File: src/rtl/mips_pkg.sv
// rtl/mips_pkg.sv - shared MIPS32 field layout, formats and opcode constants
//
// Purpose: common definitions for the MIPS32 instruction encoder and decoder.
//   fmt_t          : bundle format code (R, I, J, illegal)
//   *_MSB / *_LSB  : bit positions of each field inside a 32-bit instruction
//   OP_*           : opcodes that decide format legality
package mips_pkg;

  typedef enum logic [1:0] {
    FMT_R   = 2'd0,
    FMT_I   = 2'd1,
    FMT_J   = 2'd2,
    FMT_BAD = 2'd3
  } fmt_t;

  localparam int INSTR_W    = 32;

  localparam int OPCODE_MSB = 31;
  localparam int OPCODE_LSB = 26;
  localparam int RS_MSB     = 25;
  localparam int RS_LSB     = 21;
  localparam int RT_MSB     = 20;
  localparam int RT_LSB     = 16;
  localparam int RD_MSB     = 15;
  localparam int RD_LSB     = 11;
  localparam int SHAMT_MSB  = 10;
  localparam int SHAMT_LSB  = 6;
  localparam int FUNCT_MSB  = 5;
  localparam int FUNCT_LSB  = 0;
  localparam int IMM_MSB    = 15;
  localparam int IMM_LSB    = 0;
  localparam int ADDR_MSB   = 25;
  localparam int ADDR_LSB   = 0;

  localparam logic [5:0] OP_RTYPE = 6'd0;
  localparam logic [5:0] OP_J     = 6'd2;
  localparam logic [5:0] OP_JAL   = 6'd3;

endpackage

File: src/rtl/skid_buf.sv
// rtl/skid_buf.sv - two-entry skid buffer with a registered input ready
//
// Purpose: decouples a producer from a consumer at full throughput while
//   keeping in_ready a flop output. Data leaves from the main register; the
//   skid register catches the one word that can arrive in the cycle the
//   consumer stalls.
// Ports:
//   clk, rst_n           : clock, asynchronous active-low reset
//   clear                : synchronous flush of both entries (wins over transfers)
//   in_valid / in_ready  : producer handshake (in_ready is registered)
//   in_data              : producer payload
//   out_valid / out_ready: consumer handshake
//   out_data             : consumer payload, held stable while stalled
module skid_buf #(
  parameter int                DATA_W    = 8,
  parameter logic [DATA_W-1:0] RESET_VAL = '0
) (
  input  logic              clk,
  input  logic              rst_n,
  input  logic              clear,
  input  logic              in_valid,
  output logic              in_ready,
  input  logic [DATA_W-1:0] in_data,
  output logic              out_valid,
  input  logic              out_ready,
  output logic [DATA_W-1:0] out_data
);

  logic              main_valid, main_valid_nx;
  logic              skid_valid, skid_valid_nx;
  logic [DATA_W-1:0] main_data, main_data_nx;
  logic [DATA_W-1:0] skid_data, skid_data_nx;
  logic              ready_q;
  logic              in_xfer, out_xfer;

  assign in_xfer  = in_valid && ready_q && !clear;
  assign out_xfer = main_valid && out_ready && !clear;

  // ready_q is kept equal to "skid empty", so a word can only arrive while
  // the skid register is free; the both-full branch never sees in_xfer.
  always_comb begin
    main_valid_nx = main_valid;
    skid_valid_nx = skid_valid;
    main_data_nx  = main_data;
    skid_data_nx  = skid_data;
    if (clear) begin
      main_valid_nx = 1'b0;
      skid_valid_nx = 1'b0;
    end else if (skid_valid) begin
      if (out_xfer) begin
        main_data_nx  = skid_data;
        skid_valid_nx = 1'b0;
      end
    end else if (main_valid) begin
      if (out_xfer && in_xfer) begin
        main_data_nx = in_data;
      end else if (out_xfer) begin
        main_valid_nx = 1'b0;
      end else if (in_xfer) begin
        skid_data_nx  = in_data;
        skid_valid_nx = 1'b1;
      end
    end else if (in_xfer) begin
      main_data_nx  = in_data;
      main_valid_nx = 1'b1;
    end
  end

  always_ff @(posedge clk or negedge rst_n) begin
    if (!rst_n) begin
      main_valid <= 1'b0;
      skid_valid <= 1'b0;
      main_data  <= RESET_VAL;
      skid_data  <= RESET_VAL;
      ready_q    <= 1'b0;
    end else begin
      main_valid <= main_valid_nx;
      skid_valid <= skid_valid_nx;
      main_data  <= main_data_nx;
      skid_data  <= skid_data_nx;
      ready_q    <= !skid_valid_nx;
    end
  end

  assign in_ready  = ready_q;
  assign out_valid = main_valid;
  assign out_data  = main_data;

endmodule

File: src/rtl/instr_encoder.sv
// rtl/instr_encoder.sv - streaming MIPS32 field-bundle to instruction-word encoder
//
// Purpose: packs decoded field bundles into 32-bit MIPS32 words, rejects
//   illegal format/opcode combinations with a one-cycle err pulse, and tags
//   every emitted word with a sequential word address.
// Ports:
//   clk, rst_n            : clock, asynchronous active-low reset
//   clear                 : synchronous flush; counter reloads BASE_ADDR
//   in_valid / in_ready   : bundle handshake (in_ready is registered)
//   in_fmt, in_opcode, in_funct, in_rs, in_rt, in_rd, in_shamt, in_imm,
//   in_addr               : decoded fields
//   out_valid / out_ready : word handshake
//   out_instr, out_waddr  : encoded word and its address
//   err                   : pulses the cycle after an illegal bundle is taken
module instr_encoder #(
  parameter int                ADDR_W    = 10,
  parameter logic [ADDR_W-1:0] BASE_ADDR = '0
) (
  input  logic              clk,
  input  logic              rst_n,
  input  logic              clear,
  input  logic              in_valid,
  output logic              in_ready,
  input  logic [1:0]        in_fmt,
  input  logic [5:0]        in_opcode,
  input  logic [5:0]        in_funct,
  input  logic [4:0]        in_rs,
  input  logic [4:0]        in_rt,
  input  logic [4:0]        in_rd,
  input  logic [4:0]        in_shamt,
  input  logic [15:0]       in_imm,
  input  logic [25:0]       in_addr,
  output logic              out_valid,
  input  logic              out_ready,
  output logic [31:0]       out_instr,
  output logic [ADDR_W-1:0] out_waddr,
  output logic              err
);

  import mips_pkg::*;

  localparam int BUF_W = INSTR_W + ADDR_W;

  fmt_t               fmt;
  logic [INSTR_W-1:0] word;
  logic               legal;
  logic               accept;
  logic               buf_in_valid;
  logic               buf_in_ready;
  logic [BUF_W-1:0]   buf_out_data;
  logic [ADDR_W-1:0]  waddr_q;
  logic               err_q;

  assign fmt = fmt_t'(in_fmt);

  // Packer and legality check. Fields a format does not use never reach
  // the word, so garbage on them is harmless.
  always_comb begin
    word  = '0;
    legal = 1'b0;
    case (fmt)
      FMT_R: begin
        word[OPCODE_MSB:OPCODE_LSB] = in_opcode;
        word[RS_MSB:RS_LSB]         = in_rs;
        word[RT_MSB:RT_LSB]         = in_rt;
        word[RD_MSB:RD_LSB]         = in_rd;
        word[SHAMT_MSB:SHAMT_LSB]   = in_shamt;
        word[FUNCT_MSB:FUNCT_LSB]   = in_funct;
        legal = (in_opcode == OP_RTYPE);
      end
      FMT_I: begin
        word[OPCODE_MSB:OPCODE_LSB] = in_opcode;
        word[RS_MSB:RS_LSB]         = in_rs;
        word[RT_MSB:RT_LSB]         = in_rt;
        word[IMM_MSB:IMM_LSB]       = in_imm;
        // Opcodes owned by the R and J formats cannot be I-type.
        legal = !(in_opcode inside {OP_RTYPE, OP_J, OP_JAL});
      end
      FMT_J: begin
        word[OPCODE_MSB:OPCODE_LSB] = in_opcode;
        word[ADDR_MSB:ADDR_LSB]     = in_addr;
        legal = (in_opcode == OP_J) || (in_opcode == OP_JAL);
      end
      default: begin
        legal = 1'b0;
      end
    endcase
  end

  // A bundle is consumed whether legal or not; only legal ones enter the
  // buffer, so an illegal bundle never occupies an entry.
  assign accept       = in_valid && buf_in_ready && !clear;
  assign buf_in_valid = in_valid && legal;
  assign in_ready     = buf_in_ready;

  always_ff @(posedge clk or negedge rst_n) begin
    if (!rst_n) begin
      waddr_q <= BASE_ADDR;
      err_q   <= 1'b0;
    end else if (clear) begin
      waddr_q <= BASE_ADDR;
      err_q   <= 1'b0;
    end else begin
      if (accept && legal) begin
        waddr_q <= waddr_q + ADDR_W'(1);
      end
      err_q <= accept && !legal;
    end
  end

  skid_buf #(
    .DATA_W    (BUF_W),
    .RESET_VAL ({{INSTR_W{1'b0}}, BASE_ADDR})
  ) u_skid_buf (
    .clk       (clk),
    .rst_n     (rst_n),
    .clear     (clear),
    .in_valid  (buf_in_valid),
    .in_ready  (buf_in_ready),
    .in_data   ({word, waddr_q}),
    .out_valid (out_valid),
    .out_ready (out_ready),
    .out_data  (buf_out_data)
  );

  assign out_instr = buf_out_data[BUF_W-1:ADDR_W];
  assign out_waddr = buf_out_data[ADDR_W-1:0];
  assign err       = err_q;

endmodule

File: config.mk
export PLATFORM = sky130hd
export DESIGN_NAME = instr_encoder
export DESIGN_NICKNAME = d
export VERILOG_FILES = /design/src/rtl/mips_pkg.sv /design/src/rtl/skid_buf.sv /design/src/rtl/instr_encoder.sv
export SDC_FILE = /design/constraint.sdc
export NUM_CORES = 1
export LEC_CHECK = 0
export BUFFER_PORTS_ARGS = -buffer_cell sky130_fd_sc_hd__buf_2
export CORE_MARGIN = 5
export CORE_UTILIZATION = 45
export CTS_CLUSTER_DIAMETER = 60
export DETAILED_ROUTE_END_ITERATION = 8
export MAX_ROUTING_LAYER = met4
export PLACE_DENSITY = 0.77
export SYNTH_ARGS = -nofsm -noshare
export SYNTH_HDL_FRONTEND = slang
export SYNTH_SLANG_ARGS = --single-unit
File: constraint.sdc
create_clock -name clk -period 2.5 [get_ports clk]
set_input_delay 0.5 -clock clk [delete_from_list [all_inputs] [get_ports clk]]
set_output_delay 0.5 -clock clk [all_outputs]
set_load 0.03 [all_outputs]
==> results by group, run 1 <==
GRT
  • Initial antenna violation count: 1
  • Maximum number of pins on one net before global-route repair: 76
  • Gr ovfl total: 0
  • First-pass GRT wire length: 21400 um
  • Vias in the first global route: 4417
  • GRT Util Overall: 20.8%

Pwr
  • Net switching share of the total power: ~30%
  • Static power due to leakage: 2.85 nW
  • Int Pwr: 2.38 mW
  • Relative contribution of the clock network to total power: between 20% and 30%
  • Power per unit of standard cell area: about 570 nW/um^2
  • Comb pwr share: 20.1%
  • Sequential share of power: 51.6%
  • Tot Pwr: between 3 and 4 mW
  • Psw: 1.02 mW
  • Worst IR drop on VDD: about 0.28 mV

Synthesis
  • Mean post-synth cell area: about 10 um^2
  • Number of enable-type register cells in the synthesized netlist: 0
  • Combined area of all synthesized cells: 4980 um^2
  • Count of synthesis-stage warnings from yosys: 0
  • Syn Nets: between 500 and 600
  • Most used flip-flop cell after synthesis: sky130_fd_sc_hd__dfrtp_1
  • Async S/R FF share, synth: 100%
  • Cell count after synthesis: approximately 480
  • Register area share after synthesis: ~49%
  • Number of distinct library cells after synthesis: 46
  • Seq cells post-synth: slightly below 100

Route
  • Residual DRC: 0
  • Post-route ant nets: 0
  • Drt pass-1 iters: 5
  • Overall routed net length: 13100 um
  • Violation count after the first detailed-route iteration: approximately 230
  • Via count: about 4.2k
  • Post-DR vias/cell: 5.70
  • Wire per inst: between 15 and 20 um

Timing
  • Worst slew margin relative to its limit: about a fifth
  • Final worst-path cycle share: 89.2%
  • Sum Neg Setup Slack: 0 ps
  • Post-route minimum period: roughly 2200 ps
  • Unrepaired setup endpoints after global routing: no
  • Max-slew violation total from the final report: 0
  • Final hold viol count: 0
  • Peak Freq: ~450 MHz
  • Count of final setup violators: 0
  • Largest clock skew in the final design: between 9 and 10 ps
  • Final setup slack of the worst path: roughly 270 ps
  • Worst Tran Pin Value: between 1000 and 1500 ps
  • Post-route worst hold slack: just under 40 ps

Placement
  • Post-placement setup slack: -41.7 ps
  • GP Congestion: about 0.95
  • Placed cell count: about 730
  • Area after DPL: between 5000 and 6000 um^2
  • Quantity of I/O buffers inserted on ports: 125
  • Post-DP HPWL: 9230 um

Worst setup path
  • Worst endpoint data arrival time: between 2000 and 3000 ps
  • Capturing element type of the critical path: flip-flop
  • Setup Crit Path Kind: reg -> reg
  • Kind of start point of the critical path: flip-flop
  • Required time of the critical path: about 2800 ps
  • Maximum fanout encountered on the critical timing path: 16
  • Slack of the worst reg-to-reg path: around 270 ps

Cells and area
  • Synthesis-to-finish area growth: 20.6%
  • Core Util, Final: 55.4%
  • Total area of multi-input combinational cells: between 2000 and 2500 um^2
  • Area occupied by registers: around 2500 um^2
  • Final standard cell count with taps included and fillers excluded: about 740
  • Final #Nets: slightly below 700
  • Fraction of layout cells with a size suffix above 1: between 30% and 40%
  • Number of filler cells placed in the layout: around 950
  • Total non-filler cell area in the finished layout: approximately 6000 um^2

Die
  • Initial cell density of the core: between 40% and 50%
  • Cell Rows: 38
  • Core Region: 10800 um^2
  • Top Ports: 126
  • Die outline height: about 120 um
  • Die area: between 10000 and 15000 um^2
  • Die boundary width: about 120 um

Clock network
  • Buffer cell driving the clock tree root: sky130_fd_sc_hd__clkbuf_8
  • Number of buffers on the longest clock path: 2
  • Number of buffers added by the clock tree synthesis step: 9
  • Setup fix buffers added after clock tree synthesis: 0
  • TritonCTS clock tree: yes
  • H-tree level count: 3
  • Worst skew pair latency: 360 ps
  • Clock transition at the registers of the reported paths: roughly 100 ps
  • Hold buffer count at cts: 0
  • Resize count post-CTS: 0
  • Number of clock sinks seen by CTS: 98

Flow run
  • Number of max-cap violations: 0

Outcome
  • Run status: completed

Worst hold path
  • Worst hold path type: in -> async
[flip-flops by register name, summed over array words and instances, names as in the netlist]
| signal | count |
|---|---|
| u_skid_buf.out_data | 42 |
| u_skid_buf.skid_data | 42 |
| waddr_q | 10 |
| err | 1 |
| u_skid_buf.in_ready | 1 |
| u_skid_buf.out_valid | 1 |
| u_skid_buf.skid_valid | 1 |
[worst max-delay path: stages (launching register included)]
cell	delay (ps)
sky130_fd_sc_hd__dfrtp_1	470
sky130_fd_sc_hd__or2_2	340
sky130_fd_sc_hd__a21o_1	210
sky130_fd_sc_hd__nor2_1	860
sky130_fd_sc_hd__a221o_1	290
[cells by family after synthesis]
| group | Yosys count | share of synthesized area [%] |
|---|---|---|
| AOI/OAI and AO/OA | 142 | 19.7 |
| and+or+nand+nor | 127 | 12.3 |
| DFF | 98 | 49.3 |
| muxes | 68 | 14.3 |
| buffers and inverters | 38 | 3.64 |
| xor gates and xnor gates | 3 | 0.528 |
| adders and majority gates | 1 | 0.251 |
[cell type report]
cell class,instances,share of cell area (%)
clock buffer,12,2.75
clock inverter,2,0.208
timing repair buffer,144,13.7
sequential,98,40.8
antenna,1,0.0417
tap,140,2.92
inverter,3,0.188
multi-input combinational,341,39.4
[placed cells by master, fill, tap and decap left out, types with 3 or more instances in the layout]
cell type,n
sky130_fd_sc_hd__o21ai_1,4
sky130_fd_sc_hd__buf_4,16
sky130_fd_sc_hd__nor2b_1,14
sky130_fd_sc_hd__buf_2,124
sky130_fd_sc_hd__mux2i_1,42
sky130_fd_sc_hd__nor2_1,8
sky130_fd_sc_hd__a21oi_1,36
sky130_fd_sc_hd__nand3_1,5
sky130_fd_sc_hd__mux2_2,25
sky130_fd_sc_hd__nand2_1,75
sky130_fd_sc_hd__clkbuf_8,12
sky130_fd_sc_hd__o2bb2ai_1,16
sky130_fd_sc_hd__o21ai_0,20
sky130_fd_sc_hd__a221o_1,22
sky130_fd_sc_hd__dfrtp_1,98
sky130_fd_sc_hd__o22ai_1,30
sky130_fd_sc_hd__buf_12,4
sky130_fd_sc_hd__or4_1,3
sky130_fd_sc_hd__and3_1,6
[power by group through the flow]
stage                     Combinational [mW]  Clock [mW]  Sequential, mW
after floorplan                        0.292           0            1.91
after global placement                 0.667           0            1.78
after detailed placement               0.694           0            1.78
after CTS                              0.694       0.986            1.75
after global routing                   0.746        1.04            1.77
final                                  0.685       0.961            1.76
[cell usage after synthesis, types with 3 or more instances]
master	n	area share, %
sky130_fd_sc_hd__nor2_1	8	0.60
sky130_fd_sc_hd__mux2i_1	42	8.4
sky130_fd_sc_hd__a221o_1	22	4.4
sky130_fd_sc_hd__o21ai_1	4	0.40
sky130_fd_sc_hd__buf_4	3	0.45
sky130_fd_sc_hd__a21oi_1	37	3.7
sky130_fd_sc_hd__nor2b_1	15	1.9
sky130_fd_sc_hd__nand3_1	5	0.50
sky130_fd_sc_hd__buf_2	4	0.40
sky130_fd_sc_hd__and3_1	6	0.75
sky130_fd_sc_hd__clkbuf_1	24	1.8
sky130_fd_sc_hd__mux2_2	25	5.7
sky130_fd_sc_hd__o2bb2ai_1	16	2.8
sky130_fd_sc_hd__o22ai_1	30	3.8
sky130_fd_sc_hd__o21ai_0	20	2.0
sky130_fd_sc_hd__dfrtp_1	98	49
sky130_fd_sc_hd__buf_6	3	0.68
sky130_fd_sc_hd__or4_1	3	0.45
sky130_fd_sc_hd__nand2_1	75	5.7
[metal layers]
layer  vias up  GRT usage [%]  part of all wire, %
met5         -              -                    0
met4         0           6.03                  1.3
met3        19           3.63                  5.7
met2       144           34.3                   50
met1      2065           26.3                   43
li1       1996              -                    -
[final timing paths]
| path | start | end | cells past startpoint |
|---|---|---|---|
| hold / removal | rst_n | u_skid_buf.skid_data[13] | 1 |
| setup reg to reg | u_skid_buf.out_valid | u_skid_buf.out_data[13] | 4 |
| min in group clk | in_opcode[3] | u_skid_buf.out_data[39] | 2 |
| hold reg to reg | u_skid_buf.skid_data[37] | u_skid_buf.skid_data[37] | 2 |
| max in group asynchronous | rst_n | u_skid_buf.out_data[20] | 2 |
| setup / recovery | u_skid_buf.out_valid | u_skid_buf.out_data[13] | 4 |
(Power assumes the default switching activity.)
==> run 2, diff against run 1 <==
--- a/config.mk
+++ b/config.mk
@@ -6,12 +6,14 @@
 export NUM_CORES = 1
 export LEC_CHECK = 0
 export BUFFER_PORTS_ARGS = -buffer_cell sky130_fd_sc_hd__buf_2
+export CELL_PAD_IN_SITES_DETAIL_PLACEMENT = 1
+export CELL_PAD_IN_SITES_GLOBAL_PLACEMENT = 1
 export CORE_MARGIN = 5
-export CORE_UTILIZATION = 45
+export CORE_UTILIZATION = 41
 export CTS_CLUSTER_DIAMETER = 60
 export DETAILED_ROUTE_END_ITERATION = 8
 export MAX_ROUTING_LAYER = met4
-export PLACE_DENSITY = 0.77
+export PLACE_DENSITY = 0.88
 export SYNTH_ARGS = -nofsm -noshare
 export SYNTH_HDL_FRONTEND = slang
 export SYNTH_SLANG_ARGS = --single-unit
==> run 2 against run 1 <==
  * Non-clock buffer count is 2 higher
  * Register-to-register slack lost 40 ps
  * Count of clock-buffer cells in the layout down 2
  * Setup slack lost 41 ps
  * Via count up 3.4%
  * Clock skew is 2.4 ps lower
  * Sequential share of layout area down 1.0 points
  * Die area grew 8.9%
  * Critical endpoint is now u_skid_buf.out_data[24]
  * Largest cell class unchanged
==> results by group, run 2 (synthesis results as in run 1) <==
Outcome
  • Run status: completed (unchanged)

Worst setup path
  • Capturing element type of the critical path: flip-flop (unchanged)
  • Worst path buffer plus inverter count: 0 (unchanged)
  • Worst endpoint data arrival time: 2550 ps (was 2520 ps)
  • Highest cell delay on the worst timing path: 910 ps (was 860 ps)
  • Gate family responsible for the most delay along the worst path: simple AND/OR/NAND/NOR gates (unchanged)
  • Required time of the critical path: 2780 ps (was 2790 ps)
  • Cell with the largest stage delay on the worst path: sky130_fd_sc_hd__nor2_1 (unchanged)
  • Setup Crit Path Kind: reg -> reg (unchanged)
  • Slack of the worst reg-to-reg path: 230 ps (was 270 ps)
  • Maximum fanout encountered on the critical timing path: 16 (unchanged)
  • Kind of start point of the critical path: flip-flop (unchanged)
  • Cell-by-cell trace of the critical path: or2_2 > a21o_1 > nor2_1 > a221o_1 (unchanged)

GRT
  • Global-route met1 utilization: 25.2% (was 26.3%)
  • Vias in the first global route: 4919 (was 4417)
  • GRT Util Overall: 22.3% (was 20.8%)
  • First-pass GRT wire length: 24800 um (was 21400 um)
  • Maximum number of pins on one net before global-route repair: 62 (was 76)
  • Gr ovfl total: 0 (unchanged)
  • Initial antenna violation count: 1 (unchanged)
  • Met3 Track Usage GR: 4.21% (was 3.63%)
  • Most crowded layer after global routing: met2 (unchanged)
  • Met2 track demand over resource in global routing: 39.4% (was 34.3%)

Die
  • Cell Rows: 40 (was 38)
  • Die boundary width: 120 um (was 115 um)
  • Die area: 14400 um^2 (was 13300 um^2)
  • Initial cell density of the core: 41.6% (was 45.9%)
  • Die outline height: 120 um (was 115 um)
  • Top Ports: 126 (unchanged)
  • Core Region: 12000 um^2 (was 10800 um^2)

Clock network
  • Number of clock sinks seen by CTS: 98 (unchanged)
  • Buffer cell driving the clock tree root: sky130_fd_sc_hd__clkbuf_16 (was sky130_fd_sc_hd__clkbuf_8)
  • Setup fix buffers added after clock tree synthesis: 0 (unchanged)
  • H-tree level count: 3 (unchanged)
  • Worst skew pair latency: 340 ps (was 360 ps)
  • Number of buffers added by the clock tree synthesis step: 9 (unchanged)
  • Hold buffer count at cts: 0 (unchanged)
  • Number of buffers on the longest clock path: 2 (unchanged)
  • Clock transition at the registers of the reported paths: 70 ps (was 100 ps)
  • TritonCTS clock tree: yes (unchanged)
  • Resize count post-CTS: 0 (unchanged)

Cells and area
  • Synthesis-to-finish area growth: 23.6% (was 20.6%)
  • Fraction of layout cells with a size suffix above 1: 32.9% (was 32.5%)
  • Total non-filler cell area in the finished layout: 6160 um^2 (was 6000 um^2)
  • Final #Nets: 681 (was 679)
  • Highest-count cells in the layout ignoring fill and taps: sky130_fd_sc_hd__buf_2 (124), sky130_fd_sc_hd__dfrtp_1 (98), sky130_fd_sc_hd__nand2_1 (75) (unchanged)
  • Number of filler cells placed in the layout: 1371 (was 946)
  • Most frequent standard cell in the layout excluding fill and tap cells: sky130_fd_sc_hd__buf_2 (unchanged)
  • Final standard cell count with taps included and fillers excluded: 752 (was 741)

Pwr
  • Static power due to leakage: 2.91 nW (was 2.85 nW)
  • Worst IR drop on VDD: 0.305 mV (was 0.283 mV)
  • Power per unit of standard cell area: 634 nW/um^2 (was 567 nW/um^2)

Timing
  • Max-slew violation total from the final report: 0 (unchanged)
  • Peak Freq: 440 MHz (was 448 MHz)
  • Post-route minimum period: 2270 ps (was 2230 ps)
  • Final worst-path cycle share: 90.8% (was 89.2%)
  • Worst slew margin relative to its limit: 15.1% (was 18.6%)
  • Unrepaired setup endpoints after global routing: no (unchanged)
  • Worst Tran Pin Value: 1270 ps (was 1220 ps)
  • Post-route worst hold slack: 141 ps (was 38.6 ps)
  • Count of final setup violators: 0 (unchanged)
  • Final hold viol count: 0 (unchanged)
  • Largest clock skew in the final design: 7.14 ps (was 9.50 ps)

Route
  • Post-DR vias/cell: 5.81 (was 5.70)
  • Drt pass-1 iters: 4 (was 5)
  • Overall routed net length: 15600 um (was 13100 um)
  • Via count: 4366 (was 4224)
  • Residual DRC: 0 (unchanged)
  • Wire per inst: 20.7 um (was 17.7 um)
  • Violation count after the first detailed-route iteration: 220 (was 228)
  • Post-route ant nets: 0 (unchanged)

Flow run
  • Number of max-cap violations: 0 (unchanged)

Placement
  • Area after DPL: 5850 um^2 (was 5820 um^2)
  • GP Congestion: 0.798 (was 0.945)
  • Placed cell count: 735 (was 726)
  • Quantity of I/O buffers inserted on ports: 125 (unchanged)
  • Post-DP HPWL: 11100 um (was 9230 um)

Worst hold path
  • Worst hold path type: in -> async (unchanged)
[run 2: power by group]
part	leakage (nW)	switching [mW]	internal, mW
Clock	0.141	0.634	0.804
Sequential	1.27	0.0792	1.68
Combinational	1.50	0.441	0.267
[run 2: worst paths after layout]
path,from,cells past startpoint,to
worst max-delay path,u_skid_buf.out_valid,4,u_skid_buf.out_data[24]
worst min-delay path,rst_n,1,u_skid_buf.out_data[7]
worst max register to register,u_skid_buf.out_valid,4,u_skid_buf.out_data[24]
worst min register to register,u_skid_buf.skid_data[36],2,u_skid_buf.skid_data[36]
max in group asynchronous,rst_n,2,u_skid_buf.skid_valid
min in group clk,in_opcode[2],3,u_skid_buf.skid_data[38]
[run 2: routing by layer]
metal | vias up | routed length (um)
met3 | 24 | 677
li1 | 2007 | -
met4 | 0 | 363
met2 | 132 | 8260
met5 | - | 0
met1 | 2203 | 6280
[run 2: area by class of cell]
type	instances	area [um^2]	share of cell area (%)
flip-flops and latches	98	2450	39.8
multi-input cells	341	2360	38.4
repair buffers	146	836	13.6
clock buffers	10	239	3.88
well taps	147	184	2.99
clock inverters	6	66.3	1.08
inverters	3	11.3	0.183
diodes	1	2.50	0.0407
[run 2: through the flow]
step	TNS, ps	worst slack (ps)	total power [mW]	utilization, %
global placement	0	49.3	2.45	48.9
finish	0	230	3.91	51.5
CTS	0	211	3.93	51.4
global route	0	152	4.06	51.5
floorplan	0	272	2.20	-
detailed placement	-186	-42.8	2.50	48.9
